===== src/rtl/karatsuba_seq_ctrl.sv =====
// Sequenced Karatsuba multiplier. One shared (N/2+1)x(N/2+1) multiplier is
// used for p, q and t on three consecutive cycles, then the product is held.
module karatsuba_seq_ctrl #(
  parameter int N = 8
) (
  input  logic           iClk,
  input  logic           iRst,
  input  logic           iValid,
  output logic           oReady,
  input  logic [N-1:0]   iX,
  input  logic [N-1:0]   iY,
  output logic           oValid,
  input  logic           iReady,
  output logic [2*N-1:0] oO,
  output logic           oBusy
);

  localparam int H = N / 2;

  typedef enum logic [2:0] {
    S_IDLE  = 3'd0,
    S_MUL_P = 3'd1,
    S_MUL_Q = 3'd2,
    S_MUL_T = 3'd3,
    S_OUT   = 3'd4
  } state_t;

  state_t           r_state;
  state_t           w_next;
  logic [H-1:0]     r_xh, r_xl, r_yh, r_yl;
  logic [N-1:0]     r_p, r_q;
  logic [2*N-1:0]   r_o;
  logic             r_valid;
  logic [H:0]       w_a, w_b;
  logic [N+1:0]     w_prod;
  logic [N+1:0]     w_m;
  logic [2*N-1:0]   w_combine;

  // Next-state logic
  always_comb begin
    w_next = r_state;
    case (r_state)
      S_IDLE:  if (iValid) w_next = S_MUL_P; else w_next = S_IDLE;
      S_MUL_P: w_next = S_MUL_Q;
      S_MUL_Q: w_next = S_MUL_T;
      S_MUL_T: w_next = S_OUT;
      S_OUT:   if (iReady) w_next = S_IDLE; else w_next = S_OUT;
      default: w_next = S_IDLE;
    endcase
  end

  // Shared multiplier operand mux; high halves outside the MUL_Q/MUL_T slots
  always_comb begin
    w_a = {1'b0, r_xh};
    w_b = {1'b0, r_yh};
    case (r_state)
      S_MUL_Q: begin
        w_a = {1'b0, r_xl};
        w_b = {1'b0, r_yl};
      end
      S_MUL_T: begin
        w_a = {1'b0, r_xh} + {1'b0, r_xl};
        w_b = {1'b0, r_yh} + {1'b0, r_yl};
      end
      default: begin
        w_a = {1'b0, r_xh};
        w_b = {1'b0, r_yh};
      end
    endcase
  end

  assign w_prod    = {{(H+1){1'b0}}, w_a} * {{(H+1){1'b0}}, w_b};
  // In MUL_T w_prod is t, so w_m = t - p - q (always non-negative)
  assign w_m       = w_prod - {2'b00, r_p} - {2'b00, r_q};
  assign w_combine = {r_p, {N{1'b0}}}
                   + ({{(N-2){1'b0}}, w_m} << H)
                   + {{N{1'b0}}, r_q};

  // State, operand, partial-product and result registers
  always_ff @(posedge iClk or posedge iRst) begin
    if (iRst) begin
      r_state <= S_IDLE;
      r_xh    <= {H{1'b0}};
      r_xl    <= {H{1'b0}};
      r_yh    <= {H{1'b0}};
      r_yl    <= {H{1'b0}};
      r_p     <= {N{1'b0}};
      r_q     <= {N{1'b0}};
      r_o     <= {(2*N){1'b0}};
      r_valid <= 1'b0;
    end else begin
      r_state <= w_next;
      case (r_state)
        S_IDLE: begin
          if (iValid) begin
            r_xh <= iX[N-1:H];
            r_xl <= iX[H-1:0];
            r_yh <= iY[N-1:H];
            r_yl <= iY[H-1:0];
          end else begin
            r_xh <= r_xh;
          end
        end
        S_MUL_P: r_p <= w_prod[N-1:0];
        S_MUL_Q: r_q <= w_prod[N-1:0];
        S_MUL_T: begin
          r_o     <= w_combine;
          r_valid <= 1'b1;
        end
        S_OUT: begin
          if (iReady) r_valid <= 1'b0;
          else        r_valid <= 1'b1;
        end
        default: r_valid <= 1'b0;
      endcase
    end
  end

  assign oReady = (r_state == S_IDLE);
  assign oBusy  = (r_state != S_IDLE);
  assign oValid = r_valid;
  assign oO     = r_o;

endmodule


===== config.mk =====
export PLATFORM = sky130hd
export DESIGN_NAME = karatsuba_seq_ctrl
export DESIGN_NICKNAME = d
export VERILOG_FILES = /design/src/rtl/karatsuba_seq_ctrl.sv
export SDC_FILE = /design/constraint.sdc
export NUM_CORES = 1
export LEC_CHECK = 0
export CAP_MARGIN = 20
export CORE_ASPECT_RATIO = 0.9
export CORE_MARGIN = 5
export CORE_UTILIZATION = 30
export CTS_BUF_LIST = sky130_fd_sc_hd__clkbuf_4
export DETAILED_ROUTE_END_ITERATION = 8
export GPL_TIMING_DRIVEN = 0
export HOLD_SLACK_MARGIN = 0.12
export PLACE_DENSITY = 0.54
export SLEW_MARGIN = 20
export SYNTH_ARGS = -nofsm -noshare
export SYNTH_HDL_FRONTEND = slang
export SYNTH_SLANG_ARGS = --single-unit

===== constraint.sdc =====
create_clock -name iClk -period 7.6 [get_ports iClk]
set_input_delay 0.76 -clock iClk [delete_from_list [all_inputs] [get_ports iClk]]
set_output_delay 0.76 -clock iClk [all_outputs]
set_load 0.005 [all_outputs]

==> results of run 1 <==
==> logic make-up after synthesis <==
kind of cell / Yosys count / synth area share (%)
adder cells (fa/ha/maj): 65 / 23.51
multiplexers: 31 / 8.947
AND/OR/NAND/NOR: 99 / 11.05
buffers and inverters: 51 / 5.618
flip-flops: 52 / 31.76
XOR/XNOR: 23 / 4.916
AO/OA/AOI/OAI: 92 / 14.20
==> tightest hold or removal path, stage by stage, from the launching register on <==
cell and delay (ns):
dfrtp_1 0.37, nand2_1 0.04, o21ai_0 0.06
==> worst paths after layout <==
kind / startpoint / end / slack, ns
worst min register to register: oO[0] / oO[0] / 0.50
worst min-delay path: oO[0] / oO[0] / 0.50
min in group asynchronous: iRst / r_p[2] / 0.78
worst max register to register: r_yh[1] / oO[15] / 0.40
worst max-delay path: r_yh[1] / oO[15] / 0.40
max in group asynchronous: iRst / r_yh[1] / 6.36
==> routing by layer <==
metal	GRT usage, %	part of all wire (%)	vias up
met5	0	0	-
met4	2.892	0.91	0
met3	2.944	3.3	4
met2	19.10	48	29
met1	15.07	48	1488
li1	-	-	1493
==> per-stage QoR <==
step	std cells	utilization, %	hold WS (ns)	cell area, um^2	worst slack (ns)
3_5_place_dp	619	35.10	0.4740	4691	0.2223
6_report	631	36.25	0.4999	4845	0.4050
4_1_cts	627	35.70	0.5114	4771	0.2088
3_3_place_gp	619	35.08	0.4626	4688	0.3440
2_1_floorplan	413	-	0.4498	4098	0.8293
5_1_grt	631	36.25	0.5361	4845	0.002023
==> cells in the final DEF, fill, tap and decap left out, types with 5 or more instances in the layout <==
cell and instances:
o21ai_0 28, or2_2 9, buf_4 5, mux2_1 10, fa_1 18, xnor2_1 16
nor2_1 36, xor2_1 6, inv_1 37, clkdlybuf4s50_1 38, a21oi_1 20, nand2_1 32
mux2_2 15, o21a_1 5, dfrtp_1 51, ha_1 44, clkbuf_4 6, a21o_1 9
a21oi_2 6
==> flip-flops by register name, indices dropped and copies added, names as in the netlist <==
name	cells
r_p	8
r_yh	4
r_yl	4
r_xl	4
oO	16
r_xh	4
oValid	1
r_q	8
r_state	3
==> what timing repair did <==
item	4_1_cts	5_1_grt
setup buffers	0	3
gates resized for setup	0	13
setup endpoints to repair	0	3
==> layout make-up <==
| class | instances | area (um^2) | share of cell area, % |
|---|---|---|---|
| clock buffer | 6 | 45.04 | 0.9298 |
| sequential | 52 | 1303 | 26.89 |
| tap | 168 | 210.2 | 4.339 |
| inverter | 39 | 148.9 | 3.073 |
| buffer | 12 | 83.83 | 1.730 |
| antenna | 1 | 2.502 | 0.05165 |
| timing repair buffer | 41 | 402.9 | 8.316 |
| clock inverter | 2 | 35.03 | 0.7231 |
| multi-input combinational | 310 | 2614 | 53.95 |
==> results.yml, run 1 <==
clock_tree:
  cts_buffer_depth: 2
  clk_pin_slew_worst_paths_ns: 0.16
  insertion_delay_ns: 0.42
  htree_levels: 2
  cts.sinks: 52
  cts-root-buf: "clkbuf_4"
  cts_tree: "built"
  cts_inserted_buffers: 5
  cts_hold_buf: 0
logic_synthesis:
  ys.flop_type: "dfrtp_1"
  yosys.area.top_type_share_pct: 31.76
  syn_nets: 498
  synth_cell_types: 52
  synth_area_um2: 4098
  ys_warn_count: 0
  synth_edf_count: 0
  ys_seq_area_share_pct: 31.76
  synth-seq-cells: 52
  yosysMostFrequentCell: "dfrtp_1"
  synth.largest_area_cell: "dfrtp_1"
  synth_common_cells: "dfrtp_1, ha_1, inv_1, nor2_1, nand2_1"
  synth_cells: 413
  synthArstFlopShare_pct: 100.0
  postSynthAreaPerCell_um2: 9.922
  synth_area_leaders: "dfrtp_1, ha_1, fa_1"
timing:
  finalSetupViolCount: 0
  setup-tns-final_ns: 0
  fin_crit_sh_pct: 94.67
  relSlewSlack_pct: 55.67
  hold_viol: 0
  slew_viol_final: 0
  rsz0062_at_grt: "no"
  worstMarginPinSlew_ns: 0.6649
  finalCriticalPeriod_ns: 7.195
  final.setup_skew_ns: 0.02443
  fmax_mhz: 139.0
global_routing:
  antenna_found_initial: 1
  grt_usage_pct: 11.51
  grt_max_degree: 53
  grt_pass1_vias: 3168
  grt_pass1_wl_um: 15090
  grt_overflow: 0
floorplanning:
  die_x_um: 133.2
  die_area_um2: 16100
  initial_core_util_pct: 30.66
  rows: 40
  core_area_um2: 13360
  die_height_um: 120.9
  pin_count: 39
final_layout:
  syn2layout_area_growth_pct: 18.23
  drive_gt1_share_pct: 15.37
  fin_nets: 546
  nFillCells: 1354
setup_path:
  cp.buffers_inverters: 2
  end_kind: "flip-flop"
  worstPathRequired_ns: 7.91
  crit_arrival_ns: 7.50
  crit_slowest_cell: "fa_1"
  cp.depth: 28
  cp_top_family: "adder cells"
  cp_max_fo: 5
  slowest_delay_ns: 0.54
  start_kind: "flip-flop"
  crit_type: "flip-flop to flip-flop"
  rr_worst_depth: 28
drt:
  wl_um: 8565
  num_vias: 3014
  drt-vias-per-instance: 4.777
  wl_per_cell_um: 13.57
  firstDrtPassIters: 4
  ant_nets: 0
  drc: 0
  drt_iter0_markers: 100
run_status:
  status: "finished, final reports clean"
worst_hold_path:
  min_path_cells: 2
  hold_class: "flip-flop to flip-flop"
place:
  dp_hpwl_um: 6843
  port_buffers: 38
  place.gp.congestion: 0.8388
job:
  cap_violations: 0
Power of run 1 is not shown: default switching activity piles up to over one toggle a cycle in this logic, so the estimate is an artifact.
==> inputs of run 2 (changes only) <==
--- a/config.mk
+++ b/config.mk
@@ -7,7 +7,7 @@
 export LEC_CHECK = 0
 export CAP_MARGIN = 20
 export CORE_ASPECT_RATIO = 0.9
-export CORE_MARGIN = 5
+export CORE_MARGIN = 3
 export CORE_UTILIZATION = 30
 export CTS_BUF_LIST = sky130_fd_sc_hd__clkbuf_4
 export DETAILED_ROUTE_END_ITERATION = 8
==> constraint.sdc (replaced) <==
create_clock -name iClk -period 8.5 [get_ports iClk]
set_input_delay 0.85 -clock iClk [delete_from_list [all_inputs] [get_ports iClk]]
set_output_delay 0.85 -clock iClk [all_outputs]
set_load 0.005 [all_outputs]
==> results.yml, run 2 (synthesis results as in run 1) <==
drt:
  wl_per_cell_um: 13.43
  num_vias: 2994
  wl_um: 8380
  drt-vias-per-instance: 4.798
  drt_iter0_markers: 199
  ant_nets: 0
  drc: 0
  firstDrtPassIters: 4
floorplanning:
  initial_core_util_pct: 31.45
  die_x_um: 129.2
  rows: 39
  core_area_um2: 13030
  die_height_um: 116.9
  pin_count: 39
  die_area_um2: 15100
final_layout:
  largest_reg_flops: 16
  finalInstanceArea_um2: 4750
  nFillCells: 1300
  multi_input_area_um2: 2566
  syn2layout_area_growth_pct: 15.91
  final-seq-area_um2: 1301
  layout_commonest_cell: "dfrtp_1"
  layout_common_cells: "dfrtp_1, ha_1, clkdlybuf4s50_1"
  drive_gt1_share_pct: 11.98
  fin_nets: 543
global_routing:
  antenna_found_initial: 0
  grt_overflow: 0
  grt_max_degree: 53
  grt_usage_pct: 11.89
  grt_pass1_vias: 3085
  grt_pass1_wl_um: 14570
timing:
  relSlewSlack_pct: 55.72
  fin_ws_ns: 1.144
  finalSetupViolCount: 0
  slew_viol_final: 0
  fmax_mhz: 135.9
  final.setup_skew_ns: 0.01276
  setup-tns-final_ns: 0
  finalCriticalPeriod_ns: 7.356
  worstMarginPinSlew_ns: 0.6642
  rsz0062_at_grt: "no"
  fin_crit_sh_pct: 86.55
  hold_viol: 0
place:
  port_buffers: 38
  dp_slack_ns: 1.168
  dp_hpwl_um: 6744
  place.gp.congestion: 0.8006
  postPlaceCellArea_um2: 4686
run_status:
  status: "finished, final reports clean"
clock_tree:
  cts_buffer_depth: 2
  insertion_delay_ns: 0.40
  clk_pin_slew_worst_paths_ns: 0.17
  cts-root-buf: "clkbuf_4"
  cts_hold_buf: 0
  cts_tree: "built"
  ctsResizeCount: 0
  cts.sinks: 52
  postCtsSetupRepairBufs: 0
  cts_inserted_buffers: 5
  htree_levels: 2
setup_path:
  end_kind: "flip-flop"
  worstPathRequired_ns: 8.79
  cp_max_fo: 5
  crit_type: "flip-flop to flip-flop"
  start_kind: "flip-flop"
  crit_arrival_ns: 7.64
worst_hold_path:
  hold_class: "flip-flop to flip-flop"
job:
  cap_violations: 0
-- run 2: changes by cell type in the layout (fill, tap and decap cells not counted), sizes merged --
| cell | delta |
|---|---|
| buf | -3 |
| bufinv | -1 |
| clkbuf | -1 |
| clkinvlp | +2 |
-- run 2: worst paths after layout --
| kind | startpoint | endpoint | slack (ns) | cells past startpoint |
|---|---|---|---|---|
| min in group asynchronous | iRst | r_xh[0] | 0.89 | 2 |
| min reg2reg | oO[6] | oO[6] | 0.50 | 2 |
| min | oO[6] | oO[6] | 0.50 | 2 |
| max | r_xh[0] | oO[15] | 1.14 | 27 |
| max in group asynchronous | iRst | oO[11] | 7.17 | 2 |
| max reg2reg | r_xh[0] | oO[15] | 1.14 | 27 |
-- run 2: area by class of cell --
cell class / instances / area share, %
antenna: 1 / 0.05269
buffer: 12 / 1.765
clock buffer: 5 / 0.7903
clock inverter: 3 / 0.5005
inverter: 39 / 3.135
multi-input combinational: 310 / 54.03
sequential: 52 / 27.40
tap: 164 / 4.320
timing repair buffer: 38 / 8.008
-- run 2: routing by layer --
| layer | routed length, um | global-route usage (%) |
|---|---|---|
| met5 | 0 | 0 |
| met4 | 167 | 3.709 |
| met3 | 290 | 1.407 |
| met2 | 3764 | 19.48 |
| met1 | 4156 | 16.54 |
-- run 2: per-stage QoR --
| step | hold slack, ns | util (%) | instances |
|---|---|---|---|
| 3_5_place_dp | 0.4734 | 35.96 | 615 |
| 2_1_floorplan | 0.4498 | - | 413 |
| 6_report | 0.4995 | 36.45 | 624 |
| 4_1_cts | 0.5093 | 36.44 | 623 |
| 3_3_place_gp | 0.4637 | 35.95 | 615 |
| 5_1_grt | 0.5324 | 36.44 | 623 |
-- run 2: critical path: stages, from the launching register on --
cell and delay (ns):
dfrtp_1 0.44, ha_1 0.26, fa_1 0.43, xnor2_1 0.16, a211oi_1 0.24, a21oi_1 0.12, or2_2 0.31, fa_1 0.47
fa_1 0.52, fa_1 0.54, inv_1 0.04, ha_1 0.34, nand3_1 0.10, o22ai_1 0.08, nor2_1 0.19, xor2_1 0.26
inv_1 0.10, fa_1 0.45, ha_1 0.25, or4_1 0.53, o21ai_1 0.11, xnor2_1 0.09, ha_1 0.36, nand3_1 0.14
or2_2 0.31, o22ai_1 0.18, xnor2_1 0.14, o21ai_0 0.09
Power of run 2 is left out for the same reason.
